<file path="src/rtl/booth_pkg.sv">
// Shared definitions for the radix-2 Booth multiplier sequencer and datapath.
package booth_pkg;

   localparam int unsigned BOOTH_WIDTH  = 16;
   localparam int unsigned BOOTH_CNT_W  = 5;
   localparam int unsigned BOOTH_N_ITER = 16;

   typedef enum logic [2:0] {
      ST_IDLE,
      ST_LDM,
      ST_LDQ,
      ST_EVAL,
      ST_SHIFT,
      ST_DONE,
      ST_CLR
   } booth_state_t;

endpackage

</file>
<file path="src/rtl/booth_seq_ctrl.sv">
// Booth multiplier sequencer: steps the datapath through load, evaluate and shift phases.
// Optional feature macro: BOOTH_FAST_SHIFT_EN (shift in EVAL when no add/sub is needed).
module booth_seq_ctrl
   import booth_pkg::*;
#(
   parameter int unsigned N_ITER = BOOTH_N_ITER
) (
   input  logic clk,
   input  logic rst_n,
   input  logic start,
   input  logic abort,
   input  logic q0,
   input  logic qm1,
   input  logic eqz,
   output logic mcand_rd,
   output logic mplier_rd,
   output logic loadA,
   output logic loadQ,
   output logic loadM,
   output logic clrA,
   output logic clrQ,
   output logic clrff,
   output logic shftA,
   output logic shftQ,
   output logic decr,
   output logic ldcnt,
   output logic addsub,
   output logic busy,
   output logic done
);

   if ((N_ITER < 1) || (N_ITER > (2 ** BOOTH_CNT_W) - 1)) begin : g_n_iter_range
      $error("booth_seq_ctrl: N_ITER must fit the datapath counter and be nonzero");
   end

   booth_state_t state_q, state_d;

   always_ff @(posedge clk) begin
      if (!rst_n) begin
         state_q <= ST_IDLE;
      end else begin
         state_q <= state_d;
      end
   end

   always_comb begin
      state_d   = state_q;
      mcand_rd  = 1'b0;
      mplier_rd = 1'b0;
      loadA     = 1'b0;
      loadQ     = 1'b0;
      loadM     = 1'b0;
      clrA      = 1'b0;
      clrQ      = 1'b0;
      clrff     = 1'b0;
      shftA     = 1'b0;
      shftQ     = 1'b0;
      decr      = 1'b0;
      ldcnt     = 1'b0;
      addsub    = 1'b0;
      busy      = 1'b0;
      done      = 1'b0;

      unique case (state_q)
         ST_IDLE: begin
            if (start) state_d = ST_LDM;
         end
         ST_LDM: begin
            busy     = 1'b1;
            mcand_rd = 1'b1;
            loadM    = 1'b1;
            clrA     = 1'b1;
            clrff    = 1'b1;
            state_d  = abort ? ST_CLR : ST_LDQ;
         end
         ST_LDQ: begin
            busy      = 1'b1;
            mplier_rd = 1'b1;
            loadQ     = 1'b1;
            ldcnt     = 1'b1;
            state_d   = abort ? ST_CLR : ST_EVAL;
         end
         ST_EVAL: begin
            busy = 1'b1;
            if (eqz) begin
               state_d = ST_DONE;
            end else begin
               state_d = ST_SHIFT;
               unique case ({q0, qm1})
                  2'b10: begin
                     loadA  = 1'b1;
                     addsub = 1'b0;
                  end
                  2'b01: begin
                     loadA  = 1'b1;
                     addsub = 1'b1;
                  end
                  default: begin
`ifdef BOOTH_FAST_SHIFT_EN
                     // nothing to add: fold the shift into this cycle and re-evaluate
                     shftA   = 1'b1;
                     shftQ   = 1'b1;
                     decr    = 1'b1;
                     state_d = ST_EVAL;
`endif
                  end
               endcase
            end
            // abort outranks both termination and iteration
            if (abort) state_d = ST_CLR;
         end
         ST_SHIFT: begin
            busy    = 1'b1;
            shftA   = 1'b1;
            shftQ   = 1'b1;
            decr    = 1'b1;
            state_d = abort ? ST_CLR : ST_EVAL;
         end
         ST_DONE: begin
            done    = 1'b1;
            state_d = ST_IDLE;
         end
         ST_CLR: begin
            busy    = 1'b1;
            clrA    = 1'b1;
            clrQ    = 1'b1;
            clrff   = 1'b1;
            state_d = ST_IDLE;
         end
         default: begin
            state_d = ST_IDLE;
         end
      endcase
   end

endmodule

</file>
<file path="config.mk">
export PLATFORM = sky130hd
export DESIGN_NAME = booth_seq_ctrl
export DESIGN_NICKNAME = d
export VERILOG_FILES = /design/src/rtl/booth_pkg.sv /design/src/rtl/booth_seq_ctrl.sv
export SDC_FILE = /design/constraint.sdc
export NUM_CORES = 1
export LEC_CHECK = 0
export ABC_AREA = 0
export BUFFER_PORTS_ARGS = -buffer_cell sky130_fd_sc_hd__buf_4
export CAP_MARGIN = 20
export CORE_AREA = 2 2 39 41
export DETAILED_ROUTE_END_ITERATION = 12
export DIE_AREA = 0 0 41 43
export SLEW_MARGIN = 20
export SYNTH_ARGS = -nofsm -noshare
export SYNTH_HDL_FRONTEND = slang
export SYNTH_SLANG_ARGS = --single-unit
</file>
<file path="constraint.sdc">
create_clock -name clk -period 2.4 [get_ports clk]
set_clock_uncertainty 0.05 [all_clocks]
set_input_delay 0.24 -clock clk [delete_from_list [all_inputs] [get_ports clk]]
set_output_delay 0.24 -clock clk [all_outputs]
set_load 0.01 [all_outputs]
</file>
==> reports/metrics.csv <==
metric,value,unit
status,completed,
grt total ovfl,0,
syn nets,48,
required time of the critical path,2.11,ns
P per Cell Area,1260,mW/mm²
startpoint types,flip-flop,
"count leader, synth",buf_4,
# DRC,0,
Crit Path Class,flip-flop to output pin,
fin nets,65,
combinational share of power,60.7,%
Max Slew Vio Count,0,
layout cells sized above 1,55.4,%
Pwr Total,0.582,mW
Post-Layout Cell Count,72,
I/O pin cnt,22,
most area-hungry cell type in the Yosys netlist,dfxtp_1,
min-delay src,rst_n,
WP data arrival,1.43,ns
Initial DRC Count,1,
Global Route Usage Sum,8.52,%
Die Wd,41,µm
die area,0.00176,mm²
Rel. slew slack,71.9,%
Via Count,315,
mapped cell area,332,µm²
Regs by FF count,state_q: 3 flops,
placed cells,68,
max cap viols,0,
"Distinct cells, synth",25,
"Top FF cell, synth",dfxtp_1,
Post-CTS Setup Repair Bufs,0,
FF-to-FF path depth,2,
"flops & latches, synth",3,
DR WL/cell,8.96,µm
Hold Path Depth,2,
peak supply drop,0.691,mV
CORE AREA,0.00138,mm²
synth top area cells,"dfxtp_1, buf_4, buf_6, o21ai_0, nor3b_1",
DRT Wirelength,645,µm
initial core utilization,24.0,%
Max Clock Freq,580,MHz
DP HPWL,487,µm
"Avg Cell Area, Syn",8.29,µm²
cell internal pwr,0.342,mW
Max Root-Sink Buffers,2,
num rows,14,
final setup fails,0,
Slew @ Worst Pin,0.420,ns
TritonCTS Buffers,3,
antenna violations before repair,0,
Die H,43,µm
worst hold endpoint,state_q[1],
antenna-violating nets left,0,
CTS sink cnt,3,
RSZ-0062 raised after global routing,no,
net switching power,0.240,mW
leakage power,0.224,nW
clk_lat worst skew,0.23,ns
reg2reg end,state_q[0],
Synth top area share,18.1,%
RR Startpoint,state_q[0],
CTS resizes,0,
"Most flops, register",state_q,
Synth async-reset ratio,0,%
Synth warnings,0,
Sw Share,41.2,%
Worst Path Max Fanout,15,
max reg flops,3,
fin crit share,71.8,%
TritonCTS clock tree,done,
Final Hold Viols,0,
H-tree Lvls,1,
synth-to-layout area growth,38.9,%
clock input transition at the sequential cells of the worst setup and hold paths,0.04,ns
crit path time final,1.72,ns
reg-to-reg setup timing slack,1.12,ns
hold crit path type,input port to flip-flop,
pin count of the biggest net entering global routing,16,
antenna diode count,0,
post-synthesis cell count,40,
setup TNS,0,ns
Filler cells,159,
first-pass GRT wire length,986,µm
First-pass DRT Iterations,4,
root buffer cell,clkbuf_4,
vias in the first global route,268,
sequential element share of the synthesized area,18.1,%
Flop pwr share,24.3,%
"Hold-fix buffers, CTS",0,
CP endpoint kind,output pin,
Post-synth top cells,"buf_4, dfxtp_1, nand2_1, o21ai_0",
"EDFF count, synth",0,
vias per cell,4.38,
Buffers on Ports,21,
Placer Congestion,0.671,
clock network power share,15.1,%
## layout by cell type (no fill, tap or decap)
master / count
a21boi_1: 1
a21o_2: 1
a21oi_1: 1
and3_1: 1
and3b_2: 1
and4_1: 1
buf_4: 21
clkbuf_1: 1
clkbuf_4: 3
dfxtp_1: 3
ha_1: 1
inv_1: 1
maj3_2: 1
nand2_1: 3
nand2b_2: 1
nor2_1: 2
nor2b_1: 1
nor3_1: 1
nor3b_1: 2
nor4b_1: 1
nor4bb_1: 1
o21ai_0: 3
o22ai_2: 1
or2_2: 1
or2b_2: 1
or4_1: 1
## through the flow
| step | worst slack, ns | hold slack [ns] | instance area, µm² | utilization, % |
|---|---|---|---|---|
| 5_1_grt | 0.488 | 0.215 | 460 | 33.3 |
| 3_3_place_gp | 0.956 | 0.440 | 434 | 31.4 |
| 6_report | 0.676 | 0.203 | 460 | 33.3 |
| 4_1_cts | 0.642 | 0.195 | 460 | 33.3 |
| 2_1_floorplan | 0.917 | 0.325 | 332 | - |
| 3_5_place_dp | 0.907 | 0.441 | 434 | 31.4 |
## worst max-delay path by stage
stage | end | slack [ns] | cells after the start | start
2_1_floorplan | clrff | 0.92 | 4 | state_q[1]
3_3_place_gp | clrA | 0.96 | 3 | state_q[0]
3_5_place_dp | clrA | 0.91 | 3 | state_q[0]
4_1_cts | clrA | 0.64 | 3 | state_q[0]
5_1_grt | clrff | 0.49 | 3 | state_q[0]
6_report | clrff | 0.68 | 3 | state_q[0]
## cell type report
class | count | area, µm² | share of cell area (%)
clock buffer | 4 | 26.3 | 5.71
sequential | 3 | 60.1 | 13.0
multi-input combinational | 27 | 193 | 41.8
tap | 16 | 20.0 | 4.35
inverter | 1 | 3.75 | 0.815
timing repair buffer | 21 | 158 | 34.2
## power groups by stage
stage | sequential (mW) | combinational, mW | clock [mW]
floorplan | 0.0901 | 0.333 | 0
global placement | 0.141 | 0.355 | 0
detailed placement | 0.143 | 0.357 | 0
CTS | 0.142 | 0.360 | 0.0929
global route | 0.154 | 0.392 | 0.100
finish | 0.141 | 0.353 | 0.0876
## cell families after synthesis
logic type	Yosys count	synth area share, %
AOI/OAI and AO/OA	7	14.7
adders and majority gates	2	7.17
buffers and inverters	10	23.8
DFF	3	18.1
and+or+nand+nor	18	36.2
## routing by layer
layer | routed length [µm] | vias to the layer above | track usage, %
met3 | 45 | 0 | 6.28
met1 | 310 | 137 | 10.2
met5 | 0 | - | 0
met4 | 0 | 0 | 2.00
li1 | - | 166 | -
met2 | 289 | 12 | 11.9
## worst max-delay path: stages, from the launching register on
cell     delay, ns
dfxtp_1       0.57
nor3b_1       0.34
or2_2         0.18
buf_4         0.11
(Power assumes the default switching activity.)
